==> config.mk <==
export PLATFORM = sky130hd
export DESIGN_NAME = ram_access_arbiter
export DESIGN_NICKNAME = d
export VERILOG_FILES = /design/src/rtl/ram_access_arbiter.sv
export SDC_FILE = /design/constraint.sdc
export NUM_CORES = 1
export LEC_CHECK = 0
export CAP_MARGIN = 20
export CORE_ASPECT_RATIO = 0.5
export CORE_MARGIN = 2
export CORE_UTILIZATION = 39
export CTS_CLUSTER_SIZE = 28
export DETAILED_ROUTE_END_ITERATION = 16
export MAX_ROUTING_LAYER = met4
export PLACE_DENSITY = 0.9
export SLEW_MARGIN = 0
export SYNTH_ARGS = -nofsm -noshare
export SYNTH_HDL_FRONTEND = slang
export SYNTH_SLANG_ARGS = --single-unit
==> constraint.sdc <==
create_clock -name clock -period 1.9 [get_ports clock]
set_input_delay 0.57 -clock clock [delete_from_list [all_inputs] [get_ports clock]]
set_output_delay 0.57 -clock clock [all_outputs]
set_load 0.02 [all_outputs]
==> src/rtl/ram_access_arbiter.sv <==
// Two-port arbiter in front of a single-port registered-read RAM.
// Serialises port 0 (CPU) and port 1 (video/IO) accesses; one-cycle ack per access.
module ram_access_arbiter #(
  parameter int ADDR_W     = 16,
  parameter int DATA_W     = 16,
  parameter int RD_LATENCY = 1,
  parameter int FIXED_PRIO = 0
) (
  input  logic              clock,
  input  logic              reset,
  input  logic              m0_req,
  input  logic              m0_we,
  input  logic [ADDR_W-1:0] m0_addr,
  input  logic [DATA_W-1:0] m0_wdata,
  output logic              m0_ack,
  output logic [DATA_W-1:0] m0_rdata,
  input  logic              m1_req,
  input  logic              m1_we,
  input  logic [ADDR_W-1:0] m1_addr,
  input  logic [DATA_W-1:0] m1_wdata,
  output logic              m1_ack,
  output logic [DATA_W-1:0] m1_rdata,
  output logic [ADDR_W-1:0] ram_address,
  output logic [DATA_W-1:0] ram_data,
  output logic              ram_wren,
  input  logic [DATA_W-1:0] ram_q,
  output logic              busy,
  output logic              last_grant
);

  localparam logic [1:0] IDLE  = 2'd0;
  localparam logic [1:0] ISSUE = 2'd1;
  localparam logic [1:0] WAIT  = 2'd2;
  localparam logic [1:0] DONE  = 2'd3;

  localparam int CNT_W = (RD_LATENCY > 1) ? $clog2(RD_LATENCY) : 1;
  localparam logic [CNT_W-1:0] CNT_LOAD = CNT_W'(RD_LATENCY - 1);

  logic [1:0]        state_q, state_d;
  logic              winner_q, winner_d;
  logic              we_q, we_d;
  logic              prio_q, prio_d;
  logic [CNT_W-1:0]  cnt_q, cnt_d;
  logic [ADDR_W-1:0] ram_address_q, ram_address_d;
  logic [DATA_W-1:0] ram_data_q, ram_data_d;
  logic              ram_wren_q, ram_wren_d;
  logic              m0_ack_q, m0_ack_d;
  logic              m1_ack_q, m1_ack_d;
  logic [DATA_W-1:0] m0_rdata_q, m0_rdata_d;
  logic [DATA_W-1:0] m1_rdata_q, m1_rdata_d;
  logic              last_grant_q, last_grant_d;

  logic              grant_vld;
  logic              grant_id;

  // prio_q names the port that wins a tie; it is the port not granted last.
  always_comb begin
    grant_vld = m0_req | m1_req;
    if (FIXED_PRIO != 0) begin
      grant_id = ~m0_req;
    end else if (m0_req && m1_req) begin
      grant_id = prio_q;
    end else begin
      grant_id = ~m0_req;
    end
  end

  always_comb begin
    state_d       = state_q;
    winner_d      = winner_q;
    we_d          = we_q;
    prio_d        = prio_q;
    cnt_d         = cnt_q;
    ram_address_d = ram_address_q;
    ram_data_d    = ram_data_q;
    ram_wren_d    = ram_wren_q;
    m0_ack_d      = 1'b0;
    m1_ack_d      = 1'b0;
    m0_rdata_d    = m0_rdata_q;
    m1_rdata_d    = m1_rdata_q;
    last_grant_d  = last_grant_q;

    case (state_q)
      IDLE: begin
        ram_wren_d = 1'b0;
        if (grant_vld) begin
          winner_d      = grant_id;
          last_grant_d  = grant_id;
          prio_d        = ~grant_id;
          we_d          = grant_id ? m1_we : m0_we;
          ram_address_d = grant_id ? m1_addr : m0_addr;
          ram_data_d    = grant_id ? m1_wdata : m0_wdata;
          ram_wren_d    = grant_id ? m1_we : m0_we;
          state_d       = ISSUE;
        end
      end
      ISSUE: begin
        ram_wren_d = 1'b0;
        cnt_d      = CNT_LOAD;
        if (we_q) begin
          m0_ack_d = ~winner_q;
          m1_ack_d = winner_q;
          state_d  = DONE;
        end else begin
          state_d = WAIT;
        end
      end
      WAIT: begin
        if (cnt_q != '0) begin
          cnt_d = cnt_q - CNT_W'(1);
        end else begin
          if (winner_q) begin
            m1_rdata_d = ram_q;
          end else begin
            m0_rdata_d = ram_q;
          end
          m0_ack_d = ~winner_q;
          m1_ack_d = winner_q;
          state_d  = DONE;
        end
      end
      default: begin
        // Requests are deliberately ignored here so a held req cannot double-grant.
        state_d = IDLE;
      end
    endcase
  end

  always_ff @(posedge clock) begin
    if (reset) begin
      state_q       <= IDLE;
      winner_q      <= 1'b0;
      we_q          <= 1'b0;
      prio_q        <= 1'b0;
      cnt_q         <= '0;
      ram_address_q <= '0;
      ram_data_q    <= '0;
      ram_wren_q    <= 1'b0;
      m0_ack_q      <= 1'b0;
      m1_ack_q      <= 1'b0;
      m0_rdata_q    <= '0;
      m1_rdata_q    <= '0;
      last_grant_q  <= 1'b0;
    end else begin
      state_q       <= state_d;
      winner_q      <= winner_d;
      we_q          <= we_d;
      prio_q        <= prio_d;
      cnt_q         <= cnt_d;
      ram_address_q <= ram_address_d;
      ram_data_q    <= ram_data_d;
      ram_wren_q    <= ram_wren_d;
      m0_ack_q      <= m0_ack_d;
      m1_ack_q      <= m1_ack_d;
      m0_rdata_q    <= m0_rdata_d;
      m1_rdata_q    <= m1_rdata_d;
      last_grant_q  <= last_grant_d;
    end
  end

  assign ram_address = ram_address_q;
  assign ram_data    = ram_data_q;
  assign ram_wren    = ram_wren_q;
  assign m0_ack      = m0_ack_q;
  assign m1_ack      = m1_ack_q;
  assign m0_rdata    = m0_rdata_q;
  assign m1_rdata    = m1_rdata_q;
  assign last_grant  = last_grant_q;
  assign busy        = (state_q != IDLE);

endmodule

### After elaboration in Yosys (flattened, before gate mapping)

Index checks and enable logic that the tools add are counted.

* register bits after elaboration: 73
* bits of input ports: 86
* word-level logic and storage cells: 49

* add/subtract/negate cells: 1
* equality and inequality tests: 4
* muxes and demuxes: 18
* bitwise operators: 5
* reductions and logical operators: 9

Operator list (count)
* $mux 16: 2
* $mux 1: 9
* $pmux 1 s2: 4
* $pmux 2 s3: 1
* $reduce_and 3->1: 2
* $reduce_bool 2->1: 3
* $mux 2: 2
* $ne 2x2->1 const B: 2
* $not 1->1: 4
* $reduce_and 2->1: 2
* $eq 2x1->1 const B: 1
* $eq 2x2->1 const B: 1
* $logic_not 2->1: 1
* $logic_and 1x1->1: 1
* $or 1x1->1: 1
* $sub 1x1->1 const B: 1

### Longest topological paths before layout

Gate-level depths: netlist of run 1.

* word-level depth: 5
* depth in mapped cells: 7

### Least setup slack after synthesis of run 1

Ideal clock, no wire load.

* path type: reg-to-reg
* start point: register state_q[0]
* end point: register ram_address_q[0] (netlist: ram_address[0])
* arrival time: 1.451 ns
* data required time: 1.778 ns
* slack: 0.328 ns
* cell stages (with the launch flop): 8
* buffers on the path: 3
* cells stage by stage: dfxtp_1 > inv_1 > ha_1 > buf_4 > and4b_1 > buf_6 > buf_6 > a221o_1

* word-level cells in the longest chain between the ends: 2

RTL lines
* from (decl): RTL line 39 `logic [1:0] state_q, state_d;`
* from (signal assigned): RTL line 145 `state_q <= state_d;`
* $logic_not 2->1: RTL line 83 `case (state_q)`
* $reduce_and 2->1 (no source line)
* to (signal assigned): RTL line 150 `ram_address_q <= ram_address_d;`
* to (decl): RTL line 44 `logic [ADDR_W-1:0] ram_address_q, ram_address_d;`

No other way between the ends.
A chain may end at the register's enable or synchronous reset.

### Final worst setup path of run 1

* start point: register last_grant_q (netlist: last_grant)
* end point: output port last_grant

RTL lines
* from (decl): RTL line 51 `logic last_grant_q, last_grant_d;`
* from (signal assigned): RTL line 157 `last_grant_q <= last_grant_d;`
* to (decl): RTL line 28 `output logic last_grant`

No word-level cell between the ends.

==> results.tsv, run 1 <==
stage	metric	value	unit
outcome	run status	complete, no violations	
sta	Slew Viols, Final	0	
sta	Post-Route Skew	0.00638	ns
floorplanning	num rows	21	
floorplanning	initial core utilization	41.4	%
pwr	VDD IR max	0.606	mV
floorplanning	die area	8020	um^2
finish	nets@finish	547	
clocking	CTS HTree Levels	3	
setup_path	WP data required	1.33	ns
drt	DRT iter0 DRCs	168	
global_routing	total gr overflow	0	
sta	final period utilization	97.9	%
global_routing	GRT Overall Usage	21.8	%
synthesis	post-synthesis net count	387	
clocking	Clock Sinks	72	
finish	diode count	0	
drt	Antenna Violating Nets Remaining	0	
clocking	CTS tree	done	
global_routing	first-pass GRT wire length	13600	um
clocking	Clock Latency Late Sink	0.33	ns
sta	final setup fails	0	
synthesis	synthesized area	2840	um^2
synthesis	synthesized flop and latch total	72	
clocking	Clock transition at path regs	0.06	ns
synthesis	proportion of netlist area held by the largest area contributor	50.8	%
finish	area growth from synthesis to layout	70.6	%
sta	endpoints failing hold	0	
synthesis	dominant cell type by area after synthesis	dfxtp_1	
clocking	maximum clock path buffer count	2	
synthesis	leading post-synthesis cells by cell area	dfxtp_1 (51%), a221o_1 (11%), nand2_1 (8.9%)	
drt	Via density	5.23	
setup_path	CP delay by family, top	buffers and inverters	
global_routing	initial antenna violation count	0	
setup_path	worst path bufs/invs	1	
clocking	setup bufs post-CTS	0	
sta	RSZ-0062 raised after global routing	no	
setup_path	Crit. End Element	primary output	
sta	Worst Tran Pin Value	0.613	ns
clocking	root buffer cell	clkbuf_16	
floorplanning	Core ar.	6860	um^2
synthesis	Post-Syn Area per Cell	9.55	um^2
place	hpwl dp	6100	um
finish	final std cells w/o fill	554	
pwr	PwrDens	1210	nW/um^2
synthesis	Post-Synthesis Cells	297	
sta	Final Critical Period	1.86	ns
global_routing	vias in the first global route	2797	
sta	worst relative slew slack	59.2	%
setup_path	CP cell instances	clkdlybuf4s50_1	
floorplanning	Die Span Y	64.3	um
drt	vias	2896	
drt	DRT Pass-1 Iters	4	
place	PortBufs	154	
pwr	Design Power	0.00587	W
setup_path	crit path max-delay cell type	clkdlybuf4s50_1	
sta	setup ws final	0.0394	ns
floorplanning	Die W	125	um
sta	final hold slack	0.452	ns
floorplanning	total I/O pin count	155	
place	placed insts	538	
setup_path	kind of critical path	flip-flop to primary output	
job	max-cap violations	0	
drt	Routed WL per cell	15.2	um
synthesis	Distinct cells, synth	32	
synthesis	register area share after synthesis	50.8	%
setup_path	CP startpoint kind	flip-flop	
drt	DRC viols	0	
synthesis	Synth Warn #	0	
setup_path	crit-path max FO	2	
setup_path	arrival time at the worst endpoint	1.29	ns
finish	ratio of cells with drive above 1 in the final layout	9.09	%
pwr	Leakage	1.78	nW
drt	drt total wl	8430	um
clocking	Num CTS Buffers	9	
place	GP Congestion	0.860	
sta	f_max	537	MHz
global_routing	largest net degree at the start of global routing	48	
min_path	Min-Delay Path Class	flip-flop to flip-flop	
place	DP Worst Slack	-0.296	ns
setup_path	Worst path max stage delay	0.62	ns
[per-stage QoR]
step                      area, um^2  setup TNS [ns]  util (%)
after detailed placement        4540           -8.92      66.2
after CTS                       4840               0      70.6
final                           4840               0      70.6
after global placement          4540           -7.27      66.2
after floorplan                 2840               0         -
after global routing            4840               0      70.6
[kinds of logic after synthesis]
logic type | Yosys count | share of synthesized area, %
AND/OR/NAND/NOR | 113 | 21.1
AO/OA/AOI/OAI | 77 | 20.2
flip-flops | 72 | 50.8
buffers and inverters | 31 | 6.13
adder cells (fa/ha/maj) | 4 | 1.76
[cells in the final DEF (no fill, tap or decap), types with 2 or more instances in the layout]
cell	n
nor2_1	2
dlymetal6s2s_1	2
nor3b_1	32
a21oi_1	36
clkdlybuf4s50_1	150
buf_12	3
clkinv_2	2
dfxtp_1	72
clkbuf_16	9
ha_1	4
inv_1	3
nand2b_1	2
nand2_1	67
buf_2	2
a32oi_1	2
a221o_1	32
buf_4	20
[area by class of cell]
type	instances	area, um^2
fill	523	2020
timing repair buffer	177	1750
sequential	72	1440
multi-input combinational	194	1230
clock buffer	11	243
tap	92	115
clock inverter	5	56.3
inverter	3	11.3
[routing by layer]
| layer | vias to the layer above | share of wire [%] | global-route usage [%] |
|---|---|---|---|
| met3 | 23 | 5.8 | 5.28 |
| li1 | 1390 | - | - |
| met4 | 0 | 3.0 | 12.1 |
| met2 | 113 | 49 | 36.3 |
| met5 | - | 0 | - |
| met1 | 1370 | 42 | 24.7 |
[sequential cells by signal, indices dropped and copies added, names as in the netlist]
register,cells
m0_rdata,16
m1_ack,1
m1_rdata,16
ram_wren,1
prio_q,1
ram_data,16
state_q,2
last_grant,1
m0_ack,1
we_q,1
ram_address,16
[what timing repair did]
item                       in CTS  in global routing
setup endpoints to repair       1                 32
gates resized for setup         3                  3
hold buffers                    0                  0
pin swaps                       0                  0
[where the power goes]
group	leakage, nW	internal (W)	switching (W)
clock network	0.145	0.00105	0.000621
registers	0.588	0.00181	0.000143
logic	1.04	0.00114	0.00110
[cell usage after synthesis (all sizes together)]
library cell,instances
nor3b,33
nor4b,1
a21oi,36
nor2b,1
ha,4
a2111oi,1
o32ai,1
o311ai,1
dfxtp,72
clkbuf,6
a221o,32
nor4bb,1
or3,1
nor2,2
o21a,1
o21ai,1
inv,3
buf,22
and2,2
or4,1
a311oi,1
a32oi,2
and4b,1
nand2b,3
nand2,67
o31ai,1
[worst paths after layout]
| kind | start | to | slack, ns | cells past startpoint |
|---|---|---|---|---|
| min reg2reg | m0_rdata[10]$_SDFFE_PP0P_ | m0_rdata[10]$_SDFFE_PP0P_ | 0.45 | 2 |
| max | last_grant$_SDFFE_PP0P_ | last_grant | 0.04 | 1 |
| min | m0_rdata[10]$_SDFFE_PP0P_ | m0_rdata[10]$_SDFFE_PP0P_ | 0.45 | 2 |
| max reg2reg | state_q[1]$_SDFFE_PP0P_ | ram_address[6]$_SDFFE_PP0P_ | 0.27 | 7 |
[worst register-to-register path: cells and delay by family (launching register included)]
| family | cells | cell delay [ns] |
|---|---|---|
| buf+inv | 3 | 0.46 |
| compound gates | 2 | 0.48 |
| flops | 1 | 0.32 |
| fa+ha+maj | 1 | 0.17 |
| simple gates | 1 | 0.07 |
(Power assumes the default switching activity.)
==> inputs of run 2 (changes only) <==
--- a/config.mk
+++ b/config.mk
@@ -6,13 +6,15 @@
 export NUM_CORES = 1
 export LEC_CHECK = 0
 export CAP_MARGIN = 20
+export CELL_PAD_IN_SITES_DETAIL_PLACEMENT = 0
+export CELL_PAD_IN_SITES_GLOBAL_PLACEMENT = 2
 export CORE_ASPECT_RATIO = 0.5
 export CORE_MARGIN = 2
-export CORE_UTILIZATION = 39
+export CORE_UTILIZATION = 21
 export CTS_CLUSTER_SIZE = 28
 export DETAILED_ROUTE_END_ITERATION = 16
 export MAX_ROUTING_LAYER = met4
-export PLACE_DENSITY = 0.9
+export PLACE_DENSITY = 0.87
 export SLEW_MARGIN = 0
 export SYNTH_ARGS = -nofsm -noshare
 export SYNTH_HDL_FRONTEND = slang
==> run 2 against run 1 <==
Die area rose by 81%. Via count fell by 4.7%. Critical path depth did not move. Final cell count rose by 14%. Combinational power fell by 2%. Worst hold slack improved by 0.0028 ns. Clock power rose by 11%. First-iteration DRC count fell by 26%. Final area rose by 3.1%.
==> results.tsv, run 2 (synthesized netlist as in run 1, its figures left out) <==
stage	metric	value	unit
sta	final setup fails	0	
clocking	Clock transition at path regs	0.06	ns
sta	Final Critical Period	1.85	ns
floorplanning	num rows	29	
finish	fillcell total	1290	
drt	DRC viols	0	
setup_path	kind of critical path	flip-flop to primary output	
global_routing	first-pass GRT wire length	14400	um
drt	DRT Pass-1 Iters	4	
setup_path	Worst path max stage delay	0.63	ns
place	hpwl dp	6630	um
drt	Routed WL per cell	14.3	um
setup_path	Crit. End Element	primary output	
floorplanning	Die Span Y	86.2	um
global_routing	M2 GR Usage	23.1	%
global_routing	vias in the first global route	2814	
setup_path	crit-path max FO	2	
global_routing	total gr overflow	0	
finish	nets@finish	549	
global_routing	busiest grt layer	met2	
place	GP Congestion	0.741	
clocking	CTS tree	done	
clocking	hold_buf cts	0	
clocking	root buffer cell	clkbuf_16	
finish	ratio of cells with drive above 1 in the final layout	9.70	%
global_routing	initial antenna violation count	0	
sta	setup ws final	0.0452	ns
min_path	Min-Delay Path Class	flip-flop to flip-flop	
finish	area growth from synthesis to layout	75.9	%
drt	Via density	4.35	
pwr	PwrDens	1200	nW/um^2
finish	multi-input logic area	1230	um^2
floorplanning	die area	14500	um^2
clocking	CTS HTree Levels	3	
finish	commonest cells after routing, fill and taps aside	clkdlybuf4s50_1 (137), dfxtp_1 (72), nand2_1 (67), a21oi_1 (36)	
sta	Post-Route Skew	0.00462	ns
drt	drt total wl	9070	um
setup_path	R2R setup slack	0.24	ns
min_path	worst hold stages	2	
floorplanning	Die W	168	um
outcome	run status	complete, no violations	
setup_path	arrival time at the worst endpoint	1.28	ns
floorplanning	Core ar.	12900	um^2
setup_path	CP cell instances	clkdlybuf4s50_1	
clocking	Clock Latency Late Sink	0.33	ns
global_routing	global-route track usage on met1	14.6	%
clocking	Clock Sinks	72	
sta	Worst Tran Pin Value	0.631	ns
place	PortBufs	154	
sta	f_max	539	MHz
global_routing	GRT Overall Usage	13.0	%
min_path	HP Start	m1_rdata[4]$_SDFFE_PP0P_	
sta	RSZ-0062 raised after global routing	no	
global_routing	largest net degree at the start of global routing	26	
finish	diode count	0	
clocking	Num CTS Buffers	9	
drt	vias	2760	
sta	Slew Viols, Final	0	
min_path	Worst Hold End	m1_rdata[4]$_SDFFE_PP0P_	
setup_path	worst flop-to-flop path endpoint	ram_address[4]$_SDFFE_PP0P_	
sta	endpoints failing hold	0	
setup_path	WP data required	1.33	ns
global_routing	met3 Track Usage GR	3.38	%
finish	register area	1440	um^2
floorplanning	total I/O pin count	155	
finish	most common cell after layout, fill and taps aside	clkdlybuf4s50_1	
clocking	setup bufs post-CTS	0	
place	DP Worst Slack	-0.205	ns
setup_path	worst path bufs/invs	1	
drt	Antenna Violating Nets Remaining	0	
sta	setup_tns	0	ns
pwr	Leakage	2.02	nW
sta	worst relative slew slack	57.9	%
setup_path	CP delay by family, top	buffers and inverters	
sta	final period utilization	97.6	%
setup_path	crit path max-delay cell type	clkdlybuf4s50_1	
setup_path	Worst Reg-to-Reg Cells	7	
pwr	VDD IR max	0.435	mV
job	max-cap violations	0	
clocking	maximum clock path buffer count	2	
setup_path	CP startpoint kind	flip-flop	
setup_path	RR Startpoint	state_q[0]$_SDFFE_PP0P_	
floorplanning	initial core utilization	22.0	%
drt	DRT iter0 DRCs	125	
==> run 2: worst max-delay path by stage <==
| stage | from | end | slack [ns] | depth (start not counted) |
|---|---|---|---|---|
| floorplan | state_q[0]$_SDFFE_PP0P_ | ram_address[0]$_SDFFE_PP0P_ | 0.33 | 7 |
| global placement | m0_req | ram_address[5]$_SDFFE_PP0P_ | -0.17 | 5 |
| detailed placement | m0_req | ram_data[1]$_SDFFE_PP0P_ | -0.20 | 5 |
| CTS | ram_data[0]$_SDFFE_PP0P_ | ram_data[0] | 0.0009 | 1 |
| global route | m1_rdata[5]$_SDFFE_PP0P_ | m1_rdata[5] | 0.0002 | 1 |
| finish | ram_data[4]$_SDFFE_PP0P_ | ram_data[4] | 0.05 | 1 |
==> run 2: worst min-delay path, delay by kind of cell (launching register included) <==
kind,cells,cell delay [ns]
AOI/OAI and AO/OA,1,0.05
DFF,1,0.31
and+or+nand+nor,1,0.05
==> run 2: cell type report <==
| class | count | share of cell area [%] |
|---|---|---|
| clock inverter | 6 | 1.80 |
| tap | 170 | 4.26 |
| timing repair buffer | 179 | 35.4 |
| inverter | 3 | 0.226 |
| sequential | 72 | 28.9 |
| multi-input combinational | 194 | 24.6 |
| clock buffer | 10 | 4.79 |
==> run 2: timing repair <==
item,4_1_cts,5_1_grt
pin swaps,0,0
setup endpoints to repair,1,16
resized for setup,3,16
==> run 2: report_power, final <==
group          internal (W)  switching, W  total (W)
Clock               0.00119      0.000672    0.00186
Sequential          0.00181      0.000140    0.00195
Combinational       0.00110       0.00110    0.00220
Total               0.00410       0.00191    0.00601
==> run 2: per-stage QoR <==
step	instances	hold WS, ns	util (%)	area, um^2	power [W]
floorplan	297	0.466	-	2840	0.00314
detailed placement	618	0.449	35.8	4630	0.00422
CTS	634	0.458	38.4	4960	0.00612
global placement	618	0.443	35.8	4630	0.00421
finish	634	0.454	38.6	4990	0.00601
global route	634	0.470	38.6	4990	0.00635
==> run 2: metal layers <==
metal  vias up  wire (um)
met1      1286       3870
met2        73       4730
met5         -          0
li1       1393          -
met3         8        358
met4         0        118
